<file path="src/rtl/my_pkg.sv">
`default_nettype none
// ============================================================================
// Module      : my_pkg
// Description : Shared types and constants for the memory arbiter
//               (bus width, ROM/RAM split, FSM states, port indices).
// Revision    : 1.0  initial release
// ============================================================================
package my_pkg;

  localparam int DATA_WIDTH = 32;

  // Addresses below this value are ROM (read-only), the rest are RAM.
  localparam logic [DATA_WIDTH-1:0] ROM_LIMIT = 32'h1000_0000;

  typedef enum logic [1:0] {
    IDLE   = 2'd0,
    ACCESS = 2'd1,
    RESP   = 2'd2
  } arb_state_t;

  typedef enum logic {
    FETCH = 1'b0,
    DATA  = 1'b1
  } arb_port_t;

  // Unsigned full-width compare against the ROM/RAM boundary.
  function automatic logic is_rom(input logic [DATA_WIDTH-1:0] addr);
    return (addr < ROM_LIMIT);
  endfunction

endpackage : my_pkg
`default_nettype wire

</file>
<file path="src/rtl/mem_arbiter_arb_pick.sv">
`default_nettype none
// ============================================================================
// Module      : arb_pick
// Description : Combinational winner select between the fetch and data
//               requesters. Ties go to the pointer when ARB_ROUND_ROBIN_EN
//               is defined, otherwise the data port always wins.
// Revision    : 1.0  initial release
// ============================================================================
module arb_pick
  import my_pkg::*;
(
  input  logic      f_req_i,
  input  logic      d_req_i,
`ifdef ARB_ROUND_ROBIN_EN
  input  arb_port_t ptr_i,
`endif
  output arb_port_t winner_o
);

  arb_port_t tie_winner;

`ifdef ARB_ROUND_ROBIN_EN
  assign tie_winner = ptr_i;
`else
  assign tie_winner = DATA;
`endif

  // A lone requester wins outright; a tie falls to the tie-break choice.
  always_comb begin
    winner_o = FETCH;
    if (f_req_i && d_req_i) begin
      winner_o = tie_winner;
    end else if (d_req_i) begin
      winner_o = DATA;
    end
  end

endmodule : arb_pick
`default_nettype wire

</file>
<file path="src/rtl/mem_arbiter.sv">
`default_nettype none
// ============================================================================
// Module      : mem_arbiter
// Description : Two-port arbiter/sequencer for the unified ROM/RAM memory.
//               Port 0 = instruction fetch (read only), port 1 = data
//               (read/write). IDLE -> ACCESS -> RESP sequencing, registered
//               read data, writes into the ROM region are rejected.
//               Optional macro: ARB_ROUND_ROBIN_EN (alternating tie-break).
// Revision    : 1.0  initial release
// ============================================================================
module mem_arbiter
  import my_pkg::*;
(
  input  logic                  clk,
  input  logic                  rst,
  input  logic                  f_req_i,
  input  logic [DATA_WIDTH-1:0] f_addr_i,
  output logic                  f_ack_o,
  input  logic                  d_req_i,
  input  logic                  d_we_i,
  input  logic [DATA_WIDTH-1:0] d_addr_i,
  input  logic [DATA_WIDTH-1:0] d_wdata_i,
  output logic                  d_ack_o,
  output logic                  d_err_o,
  output logic [DATA_WIDTH-1:0] rdata_o,
  output logic [DATA_WIDTH-1:0] mem_addr_o,
  output logic [DATA_WIDTH-1:0] mem_wdata_o,
  output logic                  mem_we_o,
  input  logic [DATA_WIDTH-1:0] mem_rdata_i
);

  arb_state_t            state_q, state_d;
  arb_port_t             gnt_q, gnt_d;
  logic                  we_q, we_d;
  logic [DATA_WIDTH-1:0] addr_q, addr_d;
  logic [DATA_WIDTH-1:0] wdata_q, wdata_d;
  logic [DATA_WIDTH-1:0] rdata_q, rdata_d;
  arb_port_t             winner;
  logic                  grant;
  logic                  rom_hit;

`ifdef ARB_ROUND_ROBIN_EN
  arb_port_t ptr_q, ptr_d;
`endif

  arb_pick u_pick (
    .f_req_i  (f_req_i),
    .d_req_i  (d_req_i),
`ifdef ARB_ROUND_ROBIN_EN
    .ptr_i    (ptr_q),
`endif
    .winner_o (winner)
  );

  assign grant   = (state_q == IDLE) && (f_req_i || d_req_i);
  assign rom_hit = is_rom(addr_q);

  // Next-state, grant latching and read-data capture.
  always_comb begin
    state_d = state_q;
    gnt_d   = gnt_q;
    we_d    = we_q;
    addr_d  = addr_q;
    wdata_d = wdata_q;
    rdata_d = rdata_q;
`ifdef ARB_ROUND_ROBIN_EN
    ptr_d   = ptr_q;
`endif
    case (state_q)
      IDLE: begin
        if (grant) begin
          state_d = ACCESS;
          gnt_d   = winner;
          if (winner == DATA) begin
            addr_d  = d_addr_i;
            we_d    = d_we_i;
            wdata_d = d_wdata_i;
          end else begin
            addr_d  = f_addr_i;
            we_d    = 1'b0;
          end
`ifdef ARB_ROUND_ROBIN_EN
          ptr_d = (winner == FETCH) ? DATA : FETCH;
`endif
        end
      end
      ACCESS: begin
        state_d = RESP;
        if (!we_q) begin
          rdata_d = mem_rdata_i;
        end
      end
      RESP:    state_d = IDLE;
      default: state_d = IDLE;
    endcase
  end

  // State and latch registers; reset abandons any in-flight access.
  always_ff @(posedge clk) begin
    if (rst) begin
      state_q <= IDLE;
      gnt_q   <= FETCH;
      we_q    <= 1'b0;
      addr_q  <= '0;
      wdata_q <= '0;
      rdata_q <= '0;
`ifdef ARB_ROUND_ROBIN_EN
      ptr_q   <= FETCH;
`endif
    end else begin
      state_q <= state_d;
      gnt_q   <= gnt_d;
      we_q    <= we_d;
      addr_q  <= addr_d;
      wdata_q <= wdata_d;
      rdata_q <= rdata_d;
`ifdef ARB_ROUND_ROBIN_EN
      ptr_q   <= ptr_d;
`endif
    end
  end

  assign mem_addr_o  = addr_q;
  assign mem_wdata_o = wdata_q;
  assign rdata_o     = rdata_q;

  // Write strobe is masked by rst so a reset during ACCESS cannot commit.
  assign mem_we_o = (state_q == ACCESS) && we_q && !rom_hit && !rst;
  assign f_ack_o  = (state_q == RESP) && (gnt_q == FETCH);
  assign d_ack_o  = (state_q == RESP) && (gnt_q == DATA);
  assign d_err_o  = (state_q == RESP) && (gnt_q == DATA) && we_q && rom_hit;

endmodule : mem_arbiter
`default_nettype wire

</file>
<file path="config.mk">
export PLATFORM = sky130hd
export DESIGN_NAME = mem_arbiter
export DESIGN_NICKNAME = d
export VERILOG_FILES = /design/src/rtl/my_pkg.sv /design/src/rtl/mem_arbiter_arb_pick.sv /design/src/rtl/mem_arbiter.sv
export SDC_FILE = /design/constraint.sdc
export NUM_CORES = 1
export LEC_CHECK = 0
export BUFFER_PORTS_ARGS = -buffer_cell sky130_fd_sc_hd__buf_2
export CELL_PAD_IN_SITES_DETAIL_PLACEMENT = 0
export CELL_PAD_IN_SITES_GLOBAL_PLACEMENT = 1
export CORE_ASPECT_RATIO = 0.9
export CORE_MARGIN = 2
export CORE_UTILIZATION = 33
export DETAILED_ROUTE_END_ITERATION = 6
export PLACE_DENSITY = 0.94
export SYNTH_ARGS = -nofsm -noshare
export SYNTH_HDL_FRONTEND = slang
export SYNTH_SLANG_ARGS = --single-unit
</file>
<file path="constraint.sdc">
create_clock -name clk -period 3.7 [get_ports clk]
set_input_delay 0.37 -clock clk [delete_from_list [all_inputs] [get_ports clk]]
set_output_delay 0.37 -clock clk [all_outputs]
set_load 0.03 [all_outputs]
</file>
==> results of run 1 <==
logic make-up after synthesis:
kind of cell           count (synthesis)  share of synthesized area (%)
buffers and inverters                 36                          4.897
AOI/OAI and AO/OA                    100                          14.95
and+or+nand+nor                      114                          12.11
muxes                                 64                          16.49
DFF                                  100                          51.55
metal layers:
layer  wire, um  share of wire [%]  vias to the layer above
met5          0                  0                        -
met4        209                2.0                        0
met3        906                8.6                       13
met2       5200                 49                      144
met1       4247                 40                     1716
li1           -                  -                     1849
worst register-to-register path: cells and delay by family, from the launching register on:
family / cells / cell delay, ps
AOI/OAI and AO/OA: 2 / 490
DFF: 1 / 410
and+or+nand+nor: 1 / 1030
flip-flops by register name, indices dropped and copies added (netlist names):
name         count
gnt_q            1
state_q          2
rdata_o         32
mem_wdata_o     32
we_q             1
mem_addr_o      32
where the power goes:
group | switching (mW) | internal, mW | leakage [nW] | total [mW]
Combinational | 0.382 | 0.210 | 1.68 | 0.592
Sequential | 0.0493 | 1.17 | 0.823 | 1.22
Clock | 0.374 | 0.473 | 0.131 | 0.847
worst max-delay path by stage:
stage                     slack [ps]           start            end  cells after the start
after floorplan                 1940  mem_addr_o[31]        d_err_o                      2
after global placement          1820             rst       mem_we_o                      4
after detailed placement        1740      state_q[1]  mem_addr_o[1]                      3
after CTS                       1730      state_q[1]  mem_addr_o[1]                      3
after global routing            1550      state_q[1]  mem_addr_o[8]                      3
final                           1680      state_q[1]  mem_addr_o[1]                      3
per-stage QoR:
step	hold slack, ps	cells
finish	264.4	787
CTS	248.4	786
detailed placement	447.2	770
global route	249.4	787
floorplan	462.9	414
global placement	438.5	770
final cells by class:
cell class              count  area (um2)  area share (%)
diodes                      1       2.502         0.04666
clock buffers              14       254.0           4.736
clock inverters             2       10.01          0.1867
multi-input cells         278        1708           31.85
flip-flops and latches    100        2002           37.33
well taps                 156       195.2           3.640
repair buffers            236        1191           22.21
Yosys cell counts:
cell type	count
clkbuf_1	11
o21ai_0	2
mux2i_1	64
buf_6	3
nand2_1	67
and3b_1	1
or3b_1	1
nor3_1	1
a21oi_1	66
nor2_1	36
buf_2	20
nor3b_2	1
or2_1	1
a211oi_1	32
and3_1	1
or2_2	1
nor3b_1	3
dfxtp_1	100
buf_4	2
or4_1	1
==> qor.csv, run 1 <==
stage,metric,value,unit
layout,final_cell_mix,"buf_2, dfxtp_1, nand2_1",
power_and_ir_drop,ir_worst_vdd,0.2617,mV
worst_setup_path,critPathKind,reg2reg,
timing,fin_tns_setup,0,ps
worst_setup_path,rr_worst_depth,3,
cts,root_buffer,clkbuf_16,
floorplanning,dieWidth,118.4,um
logic_synthesis,yosys.cell_types.count,20,
floorplanning,die_area,0.01265,mm2
floorplanning,io_pins,233,
cts,cts_hold_buf,0,
logic_synthesis,yosysWarnings,0,
cts,post_cts_resize_count,0,
route,ant_nets,0,
status,status,"finished, final reports clean",
min_path,hold_class,in2reg,
layout,syn_to_final_growth,38.08,%
place,post_dp_cell_area,0.005096,mm2
grt,grt_usage,16.33,%
worst_setup_path,rrSetupSlack,1680,ps
timing,worst_pin_slew,1295,ps
cts,cts_tree,yes,
timing,fin_crit_sh,54.54,%
logic_synthesis,syn_avg_cell_area,9.381,um2
place,place_ws,1741,ps
floorplanning,rows,37,
timing,slew_headroom,13.59,%
layout,stdcell_area,0.005363,mm2
grt,grt_pass1_wl,16.68,mm
worst_setup_path,cp_max_fo,33,
layout,drive_gt1_share,40.16,%
power_and_ir_drop,p_total,2.656,mW
worst_setup_path,cp_top_family,simple AND/OR/NAND/NOR gates,
power_and_ir_drop,power_density,495.2,mW/mm2
logic_synthesis,post-synth-top-area-cell,dfxtp_1,
place,hpwlAfterDp,7.829,mm
place,gp_congestion,0.7477,
worst_setup_path,crit_required,3940,ps
timing,maxSlewViolCount,0,
worst_setup_path,worstReg2RegStart,state_q[1],
worst_setup_path,rr_endpoint,mem_addr_o[1],
timing,fin_ws,1682,ps
cts,clkLatencyLatePin,340,ps
logic_synthesis,synth_top_area_share,51.55,%
cts,cts_sinks,100,
worst_setup_path,cp-start-kind,flip-flop,
cts,h-tree-depth,3,
layout,final_util,46.90,%
cts,clockBufferDepth,2,
place,io_buffers,232,
route,initialDrtViolationCount,155,
min_path,holdPathEnd,mem_wdata_o[25],
logic_synthesis,synth_cells,414,
layout,n_fill_cell,1134,
grt,use_met3,7.074,%
cts,cts.clk_slew.worst_paths,60,ps
flow_run,drv_cap,0,
route,first_pass_iters,6,
grt,grt_busiest_layer,met2,
route,viasPerCell,4.729,
cts,cts_buffers,9,
grt,grt_max_degree,60,
route,drc,0,
floorplanning,initial_core_util,33.96,%
logic_synthesis,ys_seq_area_share,51.55,%
timing,rsz0062_at_grt,no,
worst_setup_path,cpPeakStageDelay,1030,ps
logic_synthesis,ys_ff_latch,100,
worst_setup_path,cpMaxStageDelayCell,nor2_2,
timing,skew,4.625,ps
timing,hold_viol,0,
grt,grt_pass1_vias,3602,
grt,grtUsageMet2,28.74,%
timing,setup_viol,0,
floorplanning,die_y,106.9,um
logic_synthesis,ys_top_cells_by_area,"dfxtp_1, mux2i_1, a21oi_1",
grt,grt_use_met1,17.38,%
grt,grt_overflow,0,
cts,post_cts_buffers,0,
layout,final_common_cell,buf_2,
power_and_ir_drop,leakagePower,2.637,nW
min_path,hold_depth,3,
route,routed_wl,10.56,mm
timing,period_minus_slack,2018,ps
worst_setup_path,crit_path_end_kind,flip-flop,
layout,nNetsFinal,758,
worst_setup_path,crit_buf_inv,0,
worst_setup_path,path_cells,nor2_2 > a21oi_1 > a211oi_1,
grt,antenna_found_initial,1,
floorplanning,core_region_area,0.01143,mm2
logic_synthesis,syn_area,0.003884,mm2
route,via_count,3722,
route,route.detailed.wl_per_inst,13.42,um
logic_synthesis,synth_nets,547,
worst_setup_path,crit_arrival,2260,ps
timing,clock.fmax,0.4956,GHz
min_path,hp-start,d_wdata_i[25],
No activity file was read; power rests on OpenSTA's default activity.
==> inputs of run 2 (changes only) <==
--- a/config.mk
+++ b/config.mk
@@ -5,14 +5,15 @@
 export SDC_FILE = /design/constraint.sdc
 export NUM_CORES = 1
 export LEC_CHECK = 0
+export ABC_AREA = 1
 export BUFFER_PORTS_ARGS = -buffer_cell sky130_fd_sc_hd__buf_2
 export CELL_PAD_IN_SITES_DETAIL_PLACEMENT = 0
 export CELL_PAD_IN_SITES_GLOBAL_PLACEMENT = 1
 export CORE_ASPECT_RATIO = 0.9
 export CORE_MARGIN = 2
-export CORE_UTILIZATION = 33
+export CORE_UTILIZATION = 29
 export DETAILED_ROUTE_END_ITERATION = 6
-export PLACE_DENSITY = 0.94
+export PLACE_DENSITY = 0.87
 export SYNTH_ARGS = -nofsm -noshare
 export SYNTH_HDL_FRONTEND = slang
 export SYNTH_SLANG_ARGS = --single-unit
==> constraint.sdc (replaced) <==
create_clock -name clk -period 1.9 [get_ports clk]
set_input_delay 0.19 -clock clk [delete_from_list [all_inputs] [get_ports clk]]
set_output_delay 0.19 -clock clk [all_outputs]
set_load 0.03 [all_outputs]
==> qor.csv, run 2 <==
stage,metric,value,unit,change
status,status,"finished, final reports clean",,unchanged
cts,cts_sinks,100,,unchanged
worst_setup_path,cp-start-kind,flip-flop,,unchanged
grt,grt_pass1_wl,19.57,mm,was 16.68 mm
layout,final_cell_mix,"nand2_1, buf_2, nor2_1",,"was buf_2, dfxtp_1, nand2_1"
worst_setup_path,crit_start,state_q[1],,unchanged
floorplanning,io_pins,233,,unchanged
logic_synthesis,ys_seq_area_share,46.32,%,was 51.55%
timing,whs,67.70,ps,was 264.4 ps
flow_run,drv_cap,0,,unchanged
timing,skew,4.179,ps,was 4.625 ps
worst_setup_path,rr_worst_depth,6,,was 3
power_and_ir_drop,leakagePower,3.358,nW,was 2.637 nW
grt,grt_pass1_vias,4042,,"was 3,602"
floorplanning,dieWidth,132.7,um,was 118.4 um
route,initialDrtViolationCount,196,,was 155
layout,nNetsFinal,1023,,was 758
logic_synthesis,yosysWarnings,0,,unchanged
power_and_ir_drop,internal_power,3.623,mW,was 1.851 mW
layout,final_common_cell,nand2_1,,was buf_2
logic_synthesis,synth_edf_count,0,,unchanged
logic_synthesis,synth_cells,677,,was 414
min_path,hold_depth,3,,unchanged
place,hpwlAfterDp,8.548,mm,was 7.829 mm
place,io_buffers,232,,unchanged
route,viasPerCell,4.078,,was 4.729
timing,fin_crit_sh,82.66,%,
floorplanning,initial_core_util,29.48,%,was 33.96%
route,via_count,4453,,"was 3,722"
logic_synthesis,ys_ff_latch,100,,unchanged
logic_synthesis,synthArstFlopShare,0,%,unchanged
worst_setup_path,crit_required,1710,ps,was 3940 ps
grt,grt_usage,15.14,%,was 16.33%
power_and_ir_drop,clkPwrFrac,30.5,%,was 31.9%
worst_setup_path,rrSetupSlack,620,ps,was 1680 ps
route,routed_wl,12.01,mm,was 10.56 mm
power_and_ir_drop,power_density,913.3,mW/mm2,was 495.2 mW/mm2
logic_synthesis,synthFlopType,dfxtp_1,,unchanged
place,gp_congestion,0.7487,,was 0.7477
timing,maxSlewViolCount,0,,unchanged
cts,root_buffer,clkbuf_16,,unchanged
route,route.detailed.wl_per_inst,11.00,um,was 13.42 um
worst_setup_path,setup.worst_path.end,d_err_o,,was mem_addr_o[1]
logic_synthesis,synth_top_area_share,46.32,%,was 51.55%
cts,clkLatencyLatePin,340,ps,about the same
place,dp_cells,1077,,was 770
route,ant_nets,0,,unchanged
layout,diodes,0,,was 1
timing,setup_viol,0,,unchanged
cts,h-tree-depth,3,,unchanged
power_and_ir_drop,pwr-share-seq,44.0,%,was 45.8%
power_and_ir_drop,switchingPower,1.790,mW,was 0.8051 mW
cts,cts_tree,yes,,unchanged
grt,grt_max_degree,65,,was 60
worst_setup_path,crit_path_end_kind,output port,,was flip-flop
cts,cts.clk_slew.worst_paths,70,ps,was 60 ps
cts,cts_buffers,9,,unchanged
worst_setup_path,cp_max_fo,4,,was 33
layout,syn_to_final_growth,37.15,%,was 38.08%
cts,cts_hold_buf,0,,unchanged
timing,hold_viol,0,,unchanged
logic_synthesis,synth_common_cells,"nand2_1, nor2_1, dfxtp_1, inv_1",,"was dfxtp_1, nand2_1, a21oi_1, mux2i_1, nor2_1"
floorplanning,rows,42,,was 37
power_and_ir_drop,ir_worst_vdd,0.4627,mV,was 0.2617 mV
floorplanning,die_area,0.01590,mm2,was 0.01265 mm2
worst_setup_path,worstReg2RegStart,state_q[0],,was state_q[1]
layout,stdcell_area,0.005927,mm2,was 0.005363 mm2
power_and_ir_drop,p_sw_share,33.07,%,was 30.32%
worst_setup_path,rr_endpoint,mem_addr_o[8],,was mem_addr_o[1]
floorplanning,die_y,119.8,um,was 106.9 um
layout,drive_gt1_share,29.19,%,was 40.16%
grt,antenna_found_initial,0,,was 1
worst_setup_path,crit_arrival,1380,ps,was 2260 ps
logic_synthesis,synth_nets,810,,was 547
grt,grt_overflow,0,,unchanged
timing,fin_tns_setup,0,ps,unchanged
layout,stdcell_count,1092,,was 787
power_and_ir_drop,combinationalPowerShare,25.5,%,was 22.3%
cts,post_cts_buffers,0,,unchanged
logic_synthesis,syn_avg_cell_area,6.384,um2,was 9.381 um2
worst_setup_path,critPathKind,reg2out,,was reg2reg
floorplanning,core_region_area,0.01466,mm2,was 0.01143 mm2
timing,worst_pin_slew,378.8,ps,was 1295 ps
logic_synthesis,synth.most_common_cell,nand2_1,,was dfxtp_1
route,drc,0,,unchanged
logic_synthesis,syn_area,0.004322,mm2,was 0.003884 mm2
timing,rsz0062_at_grt,no,,unchanged
logic_synthesis,ys_top_cells_by_area,"dfxtp_1, nand2_1, nor2_1",,"was dfxtp_1, mux2i_1, a21oi_1"
timing,period_minus_slack,1571,ps,
logic_synthesis,yosys.cell_types.count,15,,was 20
cts,clockBufferDepth,2,,unchanged
timing,slew_headroom,74.74,%,was 13.59%
min_path,hold_class,in2reg,,unchanged
place,post_dp_cell_area,0.005667,mm2,was 0.005096 mm2
cts,post_cts_resize_count,0,,unchanged
logic_synthesis,post-synth-top-area-cell,dfxtp_1,,unchanged
timing,clock.fmax,0.6367,GHz,
route,first_pass_iters,4,,was 6
[run 2: cell types whose count changed in the layout (fill, tap and decap cells not counted), sizes merged, moves of 7 or more]
cell	delta
a211oi	-32
a21oi	-32
buf	+7
inv	+69
mux2i	-64
nand2	+196
nand3	+34
nor2	+96
[run 2: kinds of logic after synthesis]
logic type,share of synthesized area (%)
simple gates,39.03
buf+inv,10.71
flops,46.32
compound gates,3.937
[run 2: per-stage QoR]
step           setup WS, ps  total power [mW]  utilization (%)
6_report              329.5             5.413            40.43
5_1_grt               228.3             5.760            40.43
4_1_cts               301.3             5.522            40.43
3_5_place_dp          620.7             3.822            38.65
3_3_place_gp          677.1             3.813            38.65
2_1_floorplan         274.9             3.363                -
[run 2: worst min path at each step]
stage                          startpoint           to  slack (ps)
after floorplan            mem_rdata_i[0]   rdata_o[0]         320
after global placement    mem_rdata_i[25]  rdata_o[25]         410
after detailed placement  mem_rdata_i[23]  rdata_o[23]         420
after CTS                 mem_rdata_i[19]  rdata_o[19]          50
after global routing       mem_rdata_i[3]   rdata_o[3]          60
final                     mem_rdata_i[12]  rdata_o[12]          70
[run 2: power groups by stage]
stage	combinational (mW)	sequential, mW	clock (mW)
floorplan	0.568	2.79	0
global placement	1.39	2.42	0
detailed placement	1.39	2.43	0
CTS	1.40	2.38	1.74
global route	1.54	2.40	1.82
finish	1.38	2.38	1.65
[run 2: metal layers]
| metal | GRT usage [%] | up-vias | wire length [um] |
|---|---|---|---|
| li1 | - | 2433 | - |
| met2 | 23.51 | 147 | 5327 |
| met5 | 0 | - | 0 |
| met1 | 19.24 | 1852 | 5569 |
| met4 | 6.183 | 0 | 281 |
| met3 | 5.196 | 21 | 833 |
[run 2: critical path: stages, from the launching register on]
cell and delay [ps]:
dfxtp_1 380, inv_1 100, nor3b_2 190, nand2_1 60, nor2_1 90, buf_2 220
[run 2: layout make-up]
type	instances	area, um2
clock buffers	11	232.7
clock inverters	4	27.53
fillers	1601	8735
inverters	69	259.0
multi-input cells	467	1864
flip-flops and latches	100	2002
well taps	198	247.7
repair buffers	243	1294
==> inputs of run 3 (changes only) <==
==> constraint.sdc (replaced) <==
create_clock -name clk -period 1.55 [get_ports clk]
set_input_delay 0.155 -clock clk [delete_from_list [all_inputs] [get_ports clk]]
set_output_delay 0.155 -clock clk [all_outputs]
set_load 0.03 [all_outputs]
==> qor.csv, run 3 (synthesis results as in run 2) <==
stage,metric,value,unit,change
status,status,"finished, final reports clean",,unchanged
worst_setup_path,crit_arrival,1320,ps,was 1380 ps
timing,maxSlewViolCount,0,,unchanged
route,initialDrtViolationCount,152,,was 196
floorplanning,core_region_area,0.01466,mm2,unchanged
cts,h-tree-depth,3,,unchanged
timing,slew_headroom,74.34,%,was 74.74%
route,via_count,4504,,"was 4,453"
grt,antenna_found_initial,0,,unchanged
power_and_ir_drop,p_total,7.120,mW,was 5.413 mW
layout,drive_gt1_share,30.41,%,was 29.19%
place,gp_congestion,0.7463,,was 0.7487
grt,grt_overflow,0,,unchanged
worst_setup_path,cp_max_fo,3,,was 4
route,drc,0,,unchanged
cts,clockBufferDepth,2,,unchanged
route,route.detailed.wl_per_inst,11.33,um,was 11.00 um
cts,cts_tree,yes,,unchanged
floorplanning,die_area,0.01590,mm2,unchanged
cts,cts.clk_slew.worst_paths,70,ps,about the same
layout,multiInputGateArea,0.001873,mm2,was 0.001864 mm2
route,ant_nets,0,,unchanged
timing,rsz0062_at_grt,yes,,was no
layout,stdcell_area,0.006052,mm2,was 0.005927 mm2
worst_setup_path,crit_required,1390,ps,was 1710 ps
worst_setup_path,crit_path_end_kind,output port,,unchanged
layout,diodes,0,,unchanged
layout,nNetsFinal,1029,,"was 1,023"
grt,grt_pass1_wl,20.33,mm,was 19.57 mm
timing,fin_crit_sh,94.96,%,
min_path,hold_class,in2reg,,unchanged
place,hpwlAfterDp,8.957,mm,was 8.548 mm
worst_setup_path,crit_start,state_q[1],,unchanged
grt,grt_max_degree,65,,unchanged
layout,seqCellArea,0.002007,mm2,was 0.002002 mm2
worst_setup_path,critPathKind,reg2out,,unchanged
layout,final_cell_mix,"nand2_1, buf_2, nor2_1",,unchanged
cts,cts_buffers,9,,unchanged
layout,stdcell_count,1099,,"was 1,092"
layout,syn_to_final_growth,40.04,%,was 37.15%
grt,grt_usage,15.73,%,was 15.14%
min_path,hp-start,mem_rdata_i[8],,was mem_rdata_i[12]
floorplanning,die_y,119.8,um,unchanged
timing,clock.fmax,0.6794,GHz,
cts,clkLatencyLatePin,350,ps,was 340 ps
place,io_buffers,232,,unchanged
route,first_pass_iters,4,,unchanged
power_and_ir_drop,leakagePower,3.429,nW,was 3.358 nW
layout,n_fill_cell,1597,,"was 1,601"
place,dp_cells,1081,,"was 1,077"
timing,skew,8.971,ps,was 4.179 ps
timing,hold_viol,0,,unchanged
power_and_ir_drop,ir_worst_vdd,0.5272,mV,was 0.4627 mV
route,routed_wl,12.46,mm,was 12.01 mm
floorplanning,io_pins,233,,unchanged
timing,worst_pin_slew,384.9,ps,was 378.8 ps
worst_setup_path,cp-start-kind,flip-flop,,unchanged
timing,period_minus_slack,1472,ps,
cts,cts_hold_buf,0,,unchanged
layout,final_common_cell,nand2_1,,unchanged
floorplanning,dieWidth,132.7,um,unchanged
flow_run,drv_cap,0,,unchanged
timing,fin_ws,78.07,ps,was 329.5 ps
power_and_ir_drop,power_density,1176,mW/mm2,was 913.3 mW/mm2
cts,cts_sinks,100,,unchanged
place,post_dp_cell_area,0.005687,mm2,was 0.005667 mm2
worst_setup_path,worstReg2RegStart,state_q[1],,was state_q[0]
floorplanning,rows,42,,unchanged
cts,root_buffer,clkbuf_16,,unchanged
floorplanning,initial_core_util,29.48,%,unchanged
grt,grt_pass1_vias,4194,,"was 4,042"
route,viasPerCell,4.098,,was 4.078
timing,setup_viol,0,,unchanged
place,place_ws,292.6,ps,was 620.7 ps
-- run 3: cell count changes in the layout (fill, tap and decap cells not counted), moves of 2 or more --
cell,before,now
clkinvlp_4,3,1
buf_4,7,14
dfxtp_1,100,98
bufinv_16,0,2
clkbuf_1,2,0
inv_6,0,2
-- run 3: final timing paths --
check / endpoint / slack [ps] / depth (start not counted)
max reg2reg: rdata_o[1] / 270 / 7
min: rdata_o[8] / 20 / 3
max: d_err_o / 80 / 5
min reg2reg: mem_wdata_o[12] / 460 / 2
-- run 3: cell type report --
| cell class | count | area share, % |
|---|---|---|
| inverters | 69 | 4.321 |
| clock buffers | 9 | 3.721 |
| repair buffers | 249 | 22.02 |
| multi-input cells | 467 | 30.95 |
| clock inverters | 7 | 1.737 |
| well taps | 198 | 4.093 |
| flip-flops and latches | 100 | 33.16 |
-- run 3: critical path, cell delays in order, from the launching register on --
cell,delay (ps)
dfxtp_4,370
inv_4,40
nor3b_4,190
nand2_1,90
nor2_2,120
buf_6,150
-- run 3: where the power goes --
part           total, mW  switching (mW)  internal (mW)
clock network       2.49            1.05           1.44
logic               1.71            1.14          0.567
registers           2.92           0.114           2.80
-- run 3: timing repair --
action                                  4_1_cts  5_1_grt
gates resized for setup                       2        6
endpoints found under the setup margin        1        2
pin swaps                                     1        3
buffers inserted                              1        1
-- run 3: per-stage QoR --
step | utilization [%] | hold slack, ps | setup TNS, ps
after floorplan | - | 289.9 | 0
after global routing | 41.28 | 18.05 | -0.9093
after global placement | 38.79 | 377.9 | 0
final | 41.28 | 24.57 | 0
after CTS | 41.12 | 10.37 | 0
after detailed placement | 38.79 | 381.3 | 0
-- run 3: layer usage --
| metal | up-vias | part of all wire (%) | global-route usage (%) |
|---|---|---|---|
| li1 | 2446 | - | - |
| met1 | 1900 | 46 | 19.43 |
| met2 | 148 | 46 | 25.87 |
| met3 | 10 | 7.4 | 5.999 |
| met4 | 0 | 1.2 | 3.898 |
| met5 | - | 0 | 0 |
